## config.mk

```make
export PLATFORM = sky130hd
export DESIGN_NAME = ahb_seg_scanner
export DESIGN_NICKNAME = d
export VERILOG_FILES = /design/src/rtl/ahb_seg_scanner.sv
export SDC_FILE = /design/constraint.sdc
export NUM_CORES = 1
export LEC_CHECK = 0
export CORE_MARGIN = 3
export CORE_UTILIZATION = 47
export DETAILED_ROUTE_END_ITERATION = 6
export DONT_BUFFER_PORTS = 1
export GPL_ROUTABILITY_DRIVEN = 0
export GPL_TIMING_DRIVEN = 0
export PLACE_DENSITY = 0.59
export SLEW_MARGIN = 0
export SYNTH_ARGS = -nofsm -noshare
export SYNTH_HDL_FRONTEND = slang
export SYNTH_SLANG_ARGS = --single-unit
```

## constraint.sdc

```tcl
create_clock -name HCLK -period 3.1 [get_ports HCLK]
set_input_delay 0.62 -clock HCLK [delete_from_list [all_inputs] [get_ports HCLK]]
set_output_delay 0.62 -clock HCLK [all_outputs]
set_load 0.02 [all_outputs]
```

## src/rtl/ahb_seg_scanner.sv

```systemverilog
// ahb_seg_scanner: zero-wait-state AHB-Lite slave that scans a multiplexed
// seven-segment display of NUM_DIGITS digits. It supports a programmable
// slot length, hex-decode or raw segment content, decimal-point and blanking
// masks, and 16-level brightness PWM. SEG and SEGCS are registered pin outputs.
module ahb_seg_scanner #(
  parameter int          NUM_DIGITS     = 4,
  parameter logic [15:0] DEFAULT_DIV    = 16'd5000,
  parameter bit          SEG_ACTIVE_LOW = 1'b1,
  parameter bit          CS_ACTIVE_LOW  = 1'b1
) (
  input  logic                  HCLK,
  input  logic                  HRESETn,
  input  logic                  HSEL,
  input  logic [31:0]           HADDR,
  input  logic [1:0]            HTRANS,
  input  logic [2:0]            HSIZE,
  input  logic [3:0]            HPROT,
  input  logic                  HWRITE,
  input  logic [31:0]           HWDATA,
  input  logic                  HREADY,
  output logic                  HREADYOUT,
  output logic                  HRESP,
  output logic [31:0]           HRDATA,
  output logic [7:0]            SEG,
  output logic [NUM_DIGITS-1:0] SEGCS
);

  // Word offsets (HADDR[7:2]).
  localparam logic [5:0] OFF_CTRL   = 6'h00;
  localparam logic [5:0] OFF_VALUE  = 6'h01;
  localparam logic [5:0] OFF_DP     = 6'h02;
  localparam logic [5:0] OFF_BLANK  = 6'h03;
  localparam logic [5:0] OFF_RAW0   = 6'h04;
  localparam logic [5:0] OFF_RAW1   = 6'h05;
  localparam logic [5:0] OFF_DIV    = 6'h08;
  localparam logic [5:0] OFF_STATUS = 6'h09;

  // Writable bits per register; bits of absent digits stay zero.
  localparam logic [31:0] CTRL_MASK  = 32'h0000_0F03;
  localparam logic [31:0] DIV_MASK   = 32'h0000_FFFF;
  localparam logic [31:0] DIG_MASK   = (32'h1 << NUM_DIGITS) - 32'h1;
  localparam logic [31:0] VALUE_MASK = (NUM_DIGITS >= 8) ? 32'hFFFF_FFFF
                                     : (32'h1 << (4 * NUM_DIGITS)) - 32'h1;
  localparam logic [31:0] RAW0_MASK  = (NUM_DIGITS >= 4) ? 32'hFFFF_FFFF
                                     : (32'h1 << (8 * NUM_DIGITS)) - 32'h1;
  localparam logic [31:0] RAW1_MASK  = (NUM_DIGITS <= 4) ? 32'h0
                                     : (NUM_DIGITS >= 8) ? 32'hFFFF_FFFF
                                     : (32'h1 << (8 * (NUM_DIGITS - 4))) - 32'h1;
  localparam logic [2:0]  LAST_IDX   = 3'(NUM_DIGITS - 1);
  localparam logic [15:0] RESET_PRESC = (DEFAULT_DIV == 16'd0) ? 16'd1 : DEFAULT_DIV;
  localparam logic [7:0]  SEG_OFF    = {8{SEG_ACTIVE_LOW}};
  localparam logic [NUM_DIGITS-1:0] CS_OFF = {NUM_DIGITS{CS_ACTIVE_LOW}};

  // Bus handshake: a transfer is accepted in its address phase when
  // HREADY & HSEL & HTRANS[1]; its data phase is the next cycle, always
  // zero-wait (HREADYOUT=1), and a write commits on the edge ending it.
  logic [5:0]  addr_q;
  logic        wr_q, valid_q;
  logic [3:0]  strb_q, strb;
  logic        we;
  logic [31:0] lanes, rdata;

  logic [31:0] ctrl_q, ctrl_d, value_q, value_d, dp_q, dp_d, blank_q, blank_d;
  logic [31:0] raw0_q, raw0_d, raw1_q, raw1_d, div_q, div_d;

  logic [15:0] presc_q, reload;
  logic [2:0]  idx_q;
  logic        first_q;
  logic [7:0]  frame_q;
  logic [3:0]  pwm_q;
  logic        en_q, en_d;

  logic [3:0]            nib;
  logic [7:0]            raw_byte, digit_seg;
  logic                  sel_on;
  logic [NUM_DIGITS-1:0] cs_hot;
  logic [7:0]            seg_q;
  logic [NUM_DIGITS-1:0] segcs_q;

  logic unused_bits;
  assign unused_bits = ^{HPROT, HADDR[31:8], HTRANS[0]};

  function automatic logic [31:0] merge(input logic [31:0] old, input logic [31:0] wdata,
                                        input logic [31:0] wl, input logic [31:0] valid);
    return (old & ~(wl & valid)) | (wdata & wl & valid);
  endfunction

  function automatic logic [6:0] hex7(input logic [3:0] n);
    case (n)
      4'h0: return 7'h3F;  4'h1: return 7'h06;  4'h2: return 7'h5B;  4'h3: return 7'h4F;
      4'h4: return 7'h66;  4'h5: return 7'h6D;  4'h6: return 7'h7D;  4'h7: return 7'h07;
      4'h8: return 7'h7F;  4'h9: return 7'h6F;  4'hA: return 7'h77;  4'hB: return 7'h7C;
      4'hC: return 7'h39;  4'hD: return 7'h5E;  4'hE: return 7'h79;  default: return 7'h71;
    endcase
  endfunction

  // Byte-lane strobes for the transfer currently in its address phase.
  always_comb begin
    case (HSIZE)
      3'b000:  strb = 4'b0001 << HADDR[1:0];
      3'b001:  strb = HADDR[1] ? 4'b1100 : 4'b0011;
      default: strb = 4'b1111;
    endcase
  end

  // Capture the address phase; hold it while another slave stalls the bus.
  always_ff @(posedge HCLK or negedge HRESETn) begin
    if (!HRESETn) begin
      addr_q <= 6'h0; wr_q <= 1'b0; strb_q <= 4'h0; valid_q <= 1'b0;
    end else if (HREADY) begin
      valid_q <= HSEL & HTRANS[1];
      addr_q  <= HADDR[7:2];
      wr_q    <= HWRITE;
      strb_q  <= strb;
    end
  end

  assign we    = valid_q & wr_q & HREADY;
  assign lanes = {{8{strb_q[3]}}, {8{strb_q[2]}}, {8{strb_q[1]}}, {8{strb_q[0]}}};

  // Next register values for a data-phase write; STATUS and holes ignore writes.
  always_comb begin
    ctrl_d = ctrl_q; value_d = value_q; dp_d = dp_q; blank_d = blank_q;
    raw0_d = raw0_q; raw1_d = raw1_q; div_d = div_q;
    if (we) begin
      case (addr_q)
        OFF_CTRL:  ctrl_d  = merge(ctrl_q,  HWDATA, lanes, CTRL_MASK);
        OFF_VALUE: value_d = merge(value_q, HWDATA, lanes, VALUE_MASK);
        OFF_DP:    dp_d    = merge(dp_q,    HWDATA, lanes, DIG_MASK);
        OFF_BLANK: blank_d = merge(blank_q, HWDATA, lanes, DIG_MASK);
        OFF_RAW0:  raw0_d  = merge(raw0_q,  HWDATA, lanes, RAW0_MASK);
        OFF_RAW1:  raw1_d  = merge(raw1_q,  HWDATA, lanes, RAW1_MASK);
        OFF_DIV:   div_d   = merge(div_q,   HWDATA, lanes, DIV_MASK);
        default:   ;
      endcase
    end
  end

  // Configuration registers.
  always_ff @(posedge HCLK or negedge HRESETn) begin
    if (!HRESETn) begin
      ctrl_q <= 32'h0000_0F03; value_q <= 32'h0; dp_q <= 32'h0; blank_q <= 32'h0;
      raw0_q <= 32'h0; raw1_q <= 32'h0; div_q <= {16'h0, DEFAULT_DIV};
    end else begin
      ctrl_q <= ctrl_d; value_q <= value_d; dp_q <= dp_d; blank_q <= blank_d;
      raw0_q <= raw0_d; raw1_q <= raw1_d; div_q <= div_d;
    end
  end

  // Next-state enable and slot length, so a write on a reload edge is honoured there.
  assign en_q   = ctrl_q[0];
  assign en_d   = ctrl_d[0];
  assign reload = (div_d[15:0] == 16'd0) ? 16'd1 : div_d[15:0];

  // Scan engine: prescaler, digit index, frame count and free-running PWM.
  // The enable edge itself is spent parked, so a re-enabled scan gets a full slot.
  always_ff @(posedge HCLK or negedge HRESETn) begin
    if (!HRESETn) begin
      presc_q <= RESET_PRESC; idx_q <= 3'd0; first_q <= 1'b1;
      frame_q <= 8'd0; pwm_q <= 4'd0;
    end else begin
      pwm_q <= pwm_q + 4'd1;
      if (!en_d || !en_q) begin
        presc_q <= reload; idx_q <= 3'd0; first_q <= 1'b1;
      end else if (presc_q == 16'd0) begin
        presc_q <= reload;
        first_q <= 1'b1;
        if (idx_q == LAST_IDX) begin
          idx_q   <= 3'd0;
          frame_q <= frame_q + 8'd1;
        end else begin
          idx_q <= idx_q + 3'd1;
        end
      end else begin
        presc_q <= presc_q - 16'd1;
        first_q <= 1'b0;
      end
    end
  end

  // Content and select of the digit being scanned; the slot's first cycle is dead.
  always_comb begin
    nib      = value_q[{idx_q, 2'b00} +: 4];
    raw_byte = idx_q[2] ? raw1_q[{idx_q[1:0], 3'b000} +: 8]
                        : raw0_q[{idx_q[1:0], 3'b000} +: 8];
    if (blank_q[idx_q])  digit_seg = 8'h00;
    else if (ctrl_q[1])  digit_seg = {dp_q[idx_q], hex7(nib)};
    else                 digit_seg = raw_byte;
    sel_on = !first_q && (pwm_q <= ctrl_q[11:8]);
    for (int k = 0; k < NUM_DIGITS; k++) cs_hot[k] = sel_on && (idx_q == 3'(k));
  end

  // Registered pin drivers with polarity applied; blanked while disabled.
  always_ff @(posedge HCLK or negedge HRESETn) begin
    if (!HRESETn) begin
      seg_q <= SEG_OFF; segcs_q <= CS_OFF;
    end else if (!en_d) begin
      seg_q <= SEG_OFF; segcs_q <= CS_OFF;
    end else begin
      seg_q   <= digit_seg ^ SEG_OFF;
      segcs_q <= cs_hot ^ CS_OFF;
    end
  end

  // Read mux for the registered data-phase offset.
  always_comb begin
    rdata = 32'h0;
    case (addr_q)
      OFF_CTRL:   rdata = ctrl_q;
      OFF_VALUE:  rdata = value_q;
      OFF_DP:     rdata = dp_q;
      OFF_BLANK:  rdata = blank_q;
      OFF_RAW0:   rdata = raw0_q;
      OFF_RAW1:   rdata = raw1_q;
      OFF_DIV:    rdata = div_q;
      OFF_STATUS: rdata = {16'h0, frame_q, 5'h0, idx_q};
      default:    rdata = 32'h0;
    endcase
  end

  assign HRDATA    = (valid_q && !wr_q) ? rdata : 32'h0;
  assign HREADYOUT = 1'b1;
  assign HRESP     = 1'b0;
  assign SEG       = seg_q;
  assign SEGCS     = segcs_q;

endmodule

```

### Yosys cells after proc, flatten, opt, wreduce, memory -nomap -nowiden

Memories as Yosys holds them, arrays and structs flattened.
Index checks and enable logic that the tools add are counted.

| word-level totals | value |
|---|---|
| register bits after elaboration | 248 |
| memory bits (read-only) | 112 |
| input bits | 78 |
| output and inout bits | 46 |
| word-level logic and storage cells | 112 |
| memories kept | 1 |

| cells by class | value |
|---|---|
| add/sub/neg operators | 4 |
| order comparisons | 2 |
| equal/unequal tests | 10 |
| shifts and indexed selects | 4 |
| muxes and demuxes | 25 |
| bitwise gates (word level) | 23 |
| reductions and logical operators | 24 |

Memories:

| name | depth | bits a word | read ports | clocked after Yosys merged registers in | wr ports | line | text |
|---|---|---|---|---|---|---|---|
| (no name shown) | 16 | 7 | 1 | 0 | 0 | 89 | `case (n)` |

Operators by type and width:

| cell | number |
|---|---|
| $and 32x32->32 | 7 |
| $pmux 32 s7 | 1 |
| $mux 16 | 5 |
| $or 32x16->32 | 2 |
| $or 32x4->32 | 2 |
| $logic_not 16->1 | 2 |
| $mux 32 | 1 |
| $mux 8 | 4 |
| $not 12->32 | 1 |
| $not 16->32 | 1 |
| $not 32->32 | 1 |
| $not 4->32 | 1 |
| $or 32x12->32 | 1 |
| $or 32x32->32 | 1 |
| $shiftx 32x6->4 | 1 |
| $shiftx 32x6->8 | 1 |
| $shiftx 32x6->8 const A | 1 |
| $sub 16x1->16 const B | 1 |
| $eq 6x2->1 const B | 2 |
| $eq 6x4->1 const B | 2 |
| $reduce_and 2->1 | 6 |
| $mux 3 | 3 |
| $add 8x1->8 const B | 1 |
| $mux 4 | 2 |
| 23 further kinds | 42 |

### Depth between registers and ports, before layout

| logic depth | value |
|---|---|
| depth after elaboration | 9 |
| mapped depth | 8 |
| gate-level depth less buffers | 7 |

### Worst setup path before layout

Ideal clock, no wire load.

| path | value |
|---|---|
| kind | register -> output |
| from | register addr_q[0] |
| to | output port HRDATA[2] |
| arrival time | 2,206 ps |
| required time | 2,480 ps |
| path slack | 274 ps |
| stages on the path, launching flop included | 9 |
| buffers on the path | 4 |
| cell sequence | dfrtp_1 > buf_6 > or4_4 > buf_6 > nor3b_2 > buf_2 > buf_2 > a22oi_1 > a21oi_1 |

| between the ends | value |
|---|---|
| longest elaborated chain between the ends | 3 |
| elaborated cells between the ends (all ways) | 9 |
| those cells by class | eq/ne (6); mux (2); reduce/logical (1) |

Ends and longest elaborated chain:

| what | line | text |
|---|---|---|
| start, declared | 57 | `logic [5:0] addr_q;` |
| start signal, assigned | 112 | `addr_q <= HADDR[7:2];` |
| $eq 6x4->1 (tied with other cells) | 208 | `case (addr_q)` |
| $pmux 32 s7 * | 208 |  |
| $mux 32 * | 221 | `assign HRDATA = (valid_q && !wr_q) ? rdata : 32'h0;` |
| end, declared | 23 | `output logic [31:0] HRDATA,` |

Mark *: on every way between the ends. The rest lies on a longest branch, timed or not.

### Worst setup path after layout

| path | value |
|---|---|
| from | register addr_q[1] |
| to | output port HRDATA[15] |

The elaborated chain is that of the path after synthesis.

==> key figures <==
Routing
  – DRC: 0
  – DR iter-0 viols: ~480
  – Antenna Nets Post-Route: 0
  – Routed via count: around 5100
  – Drt first pass iters: 6
  – Drt wl/cell: around 23 um
  – Final WL: 19600 um
  – Vias per std cell: roughly 6.1

Setup path
  – Crit-path max cell delay: ~0.6 ns
  – Startpoint Class: flop
  – Crit end category: output pin
  – Critical path, cell by cell: or4_4 -> buf_4 -> nor2_4 -> buf_4 -> a22oi_1 -> a21oi_2
  – Slowest CP cell: or4_4
  – WP data arrival: 2.44 ns
  – CP Max Fanout: 10
  – Most used cell, CP: buf_4
  – Critical path type: reg2out
  – Worst Path Required: between 2 and 2.5 ns

Cells and area
  – Non-filler cells in the finished layout: 837
  – Final instance area: 8240 sq um
  – Fraction of layout cells with a size suffix above 1: between 30% and 40%
  – Fin util: ~56%
  – Final net count: ~740
  – Fillers: ~1200
  – Layout area overhead: 16.6%
  – Antenna Cells: 0

Clock tree
  – Num CTS Buffers: 17
  – Clock insertion delay at the later pin of the skew report: 0.42 ns
  – Clk root buf: clkbuf_16
  – # clock sinks: 134
  – Clock tree buffer depth: 2
  – H-tree Lvls: 4
  – Clock tree from TritonCTS: done
  – Clk slew on worst S/H paths: roughly 0.06 ns

Synth
  – Synth area leader: dfrtp_1
  – Synth warnings: 0
  – Synth Area in Compound Gates: 9.81%
  – Post-synth EDFFs: 0
  – Post-synth top area share: 37.2%
  – Largest cells by area after synthesis: dfrtp_1, mux2_2, dfstp_2, mux4_2, ha_1
  – Mux contribution to synthesized area: between 10% and 20%
  – Combinational family with the most area after synthesis: multiplexers
  – XOR/XNOR share of the synthesized area: approximately 2.6%
  – Adder-cell share of the synthesized area: ~3.2%
  – Post-Syn Instances: just over 600
  – FFs w/ async S/R, synth: 100%
  – Most common cell in the netlist: dfrtp_1
  – Synth Area in Simple Gates: around 13%
  – Post-synthesis sequential area ratio: around 48%
  – Post-Syn Area: between 7000 and 8000 sq um
  – Synth top cells by count: dfrtp_1, mux2_2, nor2_1, a21oi_1, dfstp_2
  – Library cells used by synthesis: 60
  – Main synth FF type: dfrtp_1
  – Seq cells post-synth: roughly 130
  – Synthesized area per cell: 11.7 sq um
  – Post-synth net total: 700

STA
  – Final WS setup: around 0.036 ns
  – Fmax: between 300 and 400 MHz
  – RSZ-0062 raised after global routing: yes
  – Final period utilization: 98.8%
  – Worst-margin pin slew: around 0.89 ns
  – Final Critical Period: 3.06 ns
  – Final Hold Viols: 0
  – Worst relative slew slack: about two fifths
  – Final Slew Violations: 0
  – Final setup violation count: 0
  – Worst Skew: 0.0104 ns

Placement
  – Area after DPL: 7290 sq um
  – Dpl cells: slightly below 800
  – DP HPWL: approximately 14000 um
  – Setup slack at placement: -0.243 ns
  – IO buf count: 0

Global routing
  – Initial antenna violation count: 0
  – Largest net degree at the start of global routing: ~110
  – Global-route wire length before repair: roughly 30000 um
  – Vias in the first global route: 5330
  – Grt ovf: 0
  – Gr usage total: roughly a quarter

Power and ir drop
  – Leakage power total: ~3.6 nW
  – Maximum vdd ir drop: roughly 0.48 mV
  – Pwr dens: 520 nW/um^2

Die
  – Initial Utilization: approximately half
  – Placeable Area: approximately 15000 sq um
  – Row cnt: 44
  – Chip Height: about 130 um
  – IO Count: ~120
  – Die Area: 16500 sq um
  – Chip width: 129 um

Outcome
  – Status: complete, no violations

Worst hold path
  – Hold crit path type: in2async

Flow run
  – Max-cap violations: 0
## per-stage QoR
| step | TNS [ns] | power (mW) | hold slack (ns) |
|---|---|---|---|
| floorplan | 0 | 2.33 | 0.324 |
| global placement | -2.29 | 2.44 | 0.330 |
| detailed placement | -2.46 | 2.45 | 0.330 |
| CTS | -0.0713 | 4.31 | 0.0337 |
| global route | -0.0822 | 4.47 | 0.0299 |
| finish | 0 | 4.29 | 0.0456 |
## layout by cell type (no fill, tap or decap), drive strengths merged, types with 11 or more instances in the layout
cell	synthesis	routed
dfrtp	105	105
mux2	88	88
nor2	45	45
a21oi	37	37
buf	15	33
clkbuf	14	33
dfstp	29	29
nand2	25	25
and2	19	19
ha	18	18
inv	17	18
nand3	18	18
a22oi	17	17
mux4	14	14
o21ai	14	14
xor2	11	11
## per-layer routing
metal,wire (um),vias up,global-route usage (%)
li1,-,2293,-
met1,8520,2612,33.9
met2,9360,180,38.1
met3,1260,34,6.27
met4,444,0,7.23
met5,0,-,0
## final cells by class
cell class | count | area (sq um) | area share [%]
Buffer | 27 | 153 | 1.85
Clock buffer | 19 | 453 | 5.50
Clock inverter | 12 | 80.1 | 0.972
Inverter | 18 | 67.6 | 0.820
Multi-Input combinational cell | 423 | 3660 | 44.4
Sequential cell | 134 | 3390 | 41.1
Tap cell | 184 | 230 | 2.79
Timing Repair Buffer | 20 | 210 | 2.55
## final timing paths
kind,cells past startpoint,slack [ns],startpoint,end
max,6,0.04,addr_q[1],HRDATA[15]
min,0,0.05,HRESETn,SEG[5]
max reg2reg,8,0.30,idx_q[0],SEG[2]
min reg2reg,1,0.49,pwm_q[3],pwm_q[3]
max in group asynchronous,1,2.55,HRESETn,idx_q[2]
min in group HCLK,1,0.35,HADDR[4],addr_q[2]
## timing repair
| action | 4_1_cts | 5_1_grt |
|---|---|---|
| resized for setup | 48 | 22 |
| hold endpoints to repair | 105 | 0 |
| pin swaps | 8 | 11 |
| hold buffers | 1 | 0 |
| endpoints found under the setup margin | 32 | 32 |
| gates cloned | 1 | 0 |
| buffers inserted | 12 | 6 |
## critical path, delay by kind of cell (launching register included)
kind,cells,cell delay (ns)
simple gates,2,0.75
compound gates,2,0.48
flops,1,0.38
buf+inv,2,0.40
## cell families after synthesis
group	count (synthesis)
AND/OR/NAND/NOR	169
flip-flops	134
multiplexers	112
AO/OA/AOI/OAI	101
buffers and inverters	47
XOR/XNOR	21
adder cells (fa/ha/maj)	18
other	2
## where the power goes
part	internal (mW)	switching [mW]	total, mW	leakage [nW]
Sequential	1.84	0.0856	1.93	1.72
Combinational	0.247	0.316	0.563	1.59
Clock	1.05	0.746	1.80	0.253
Total	3.14	1.15	4.29	3.56
No activity file was read; power rests on OpenSTA's default activity.
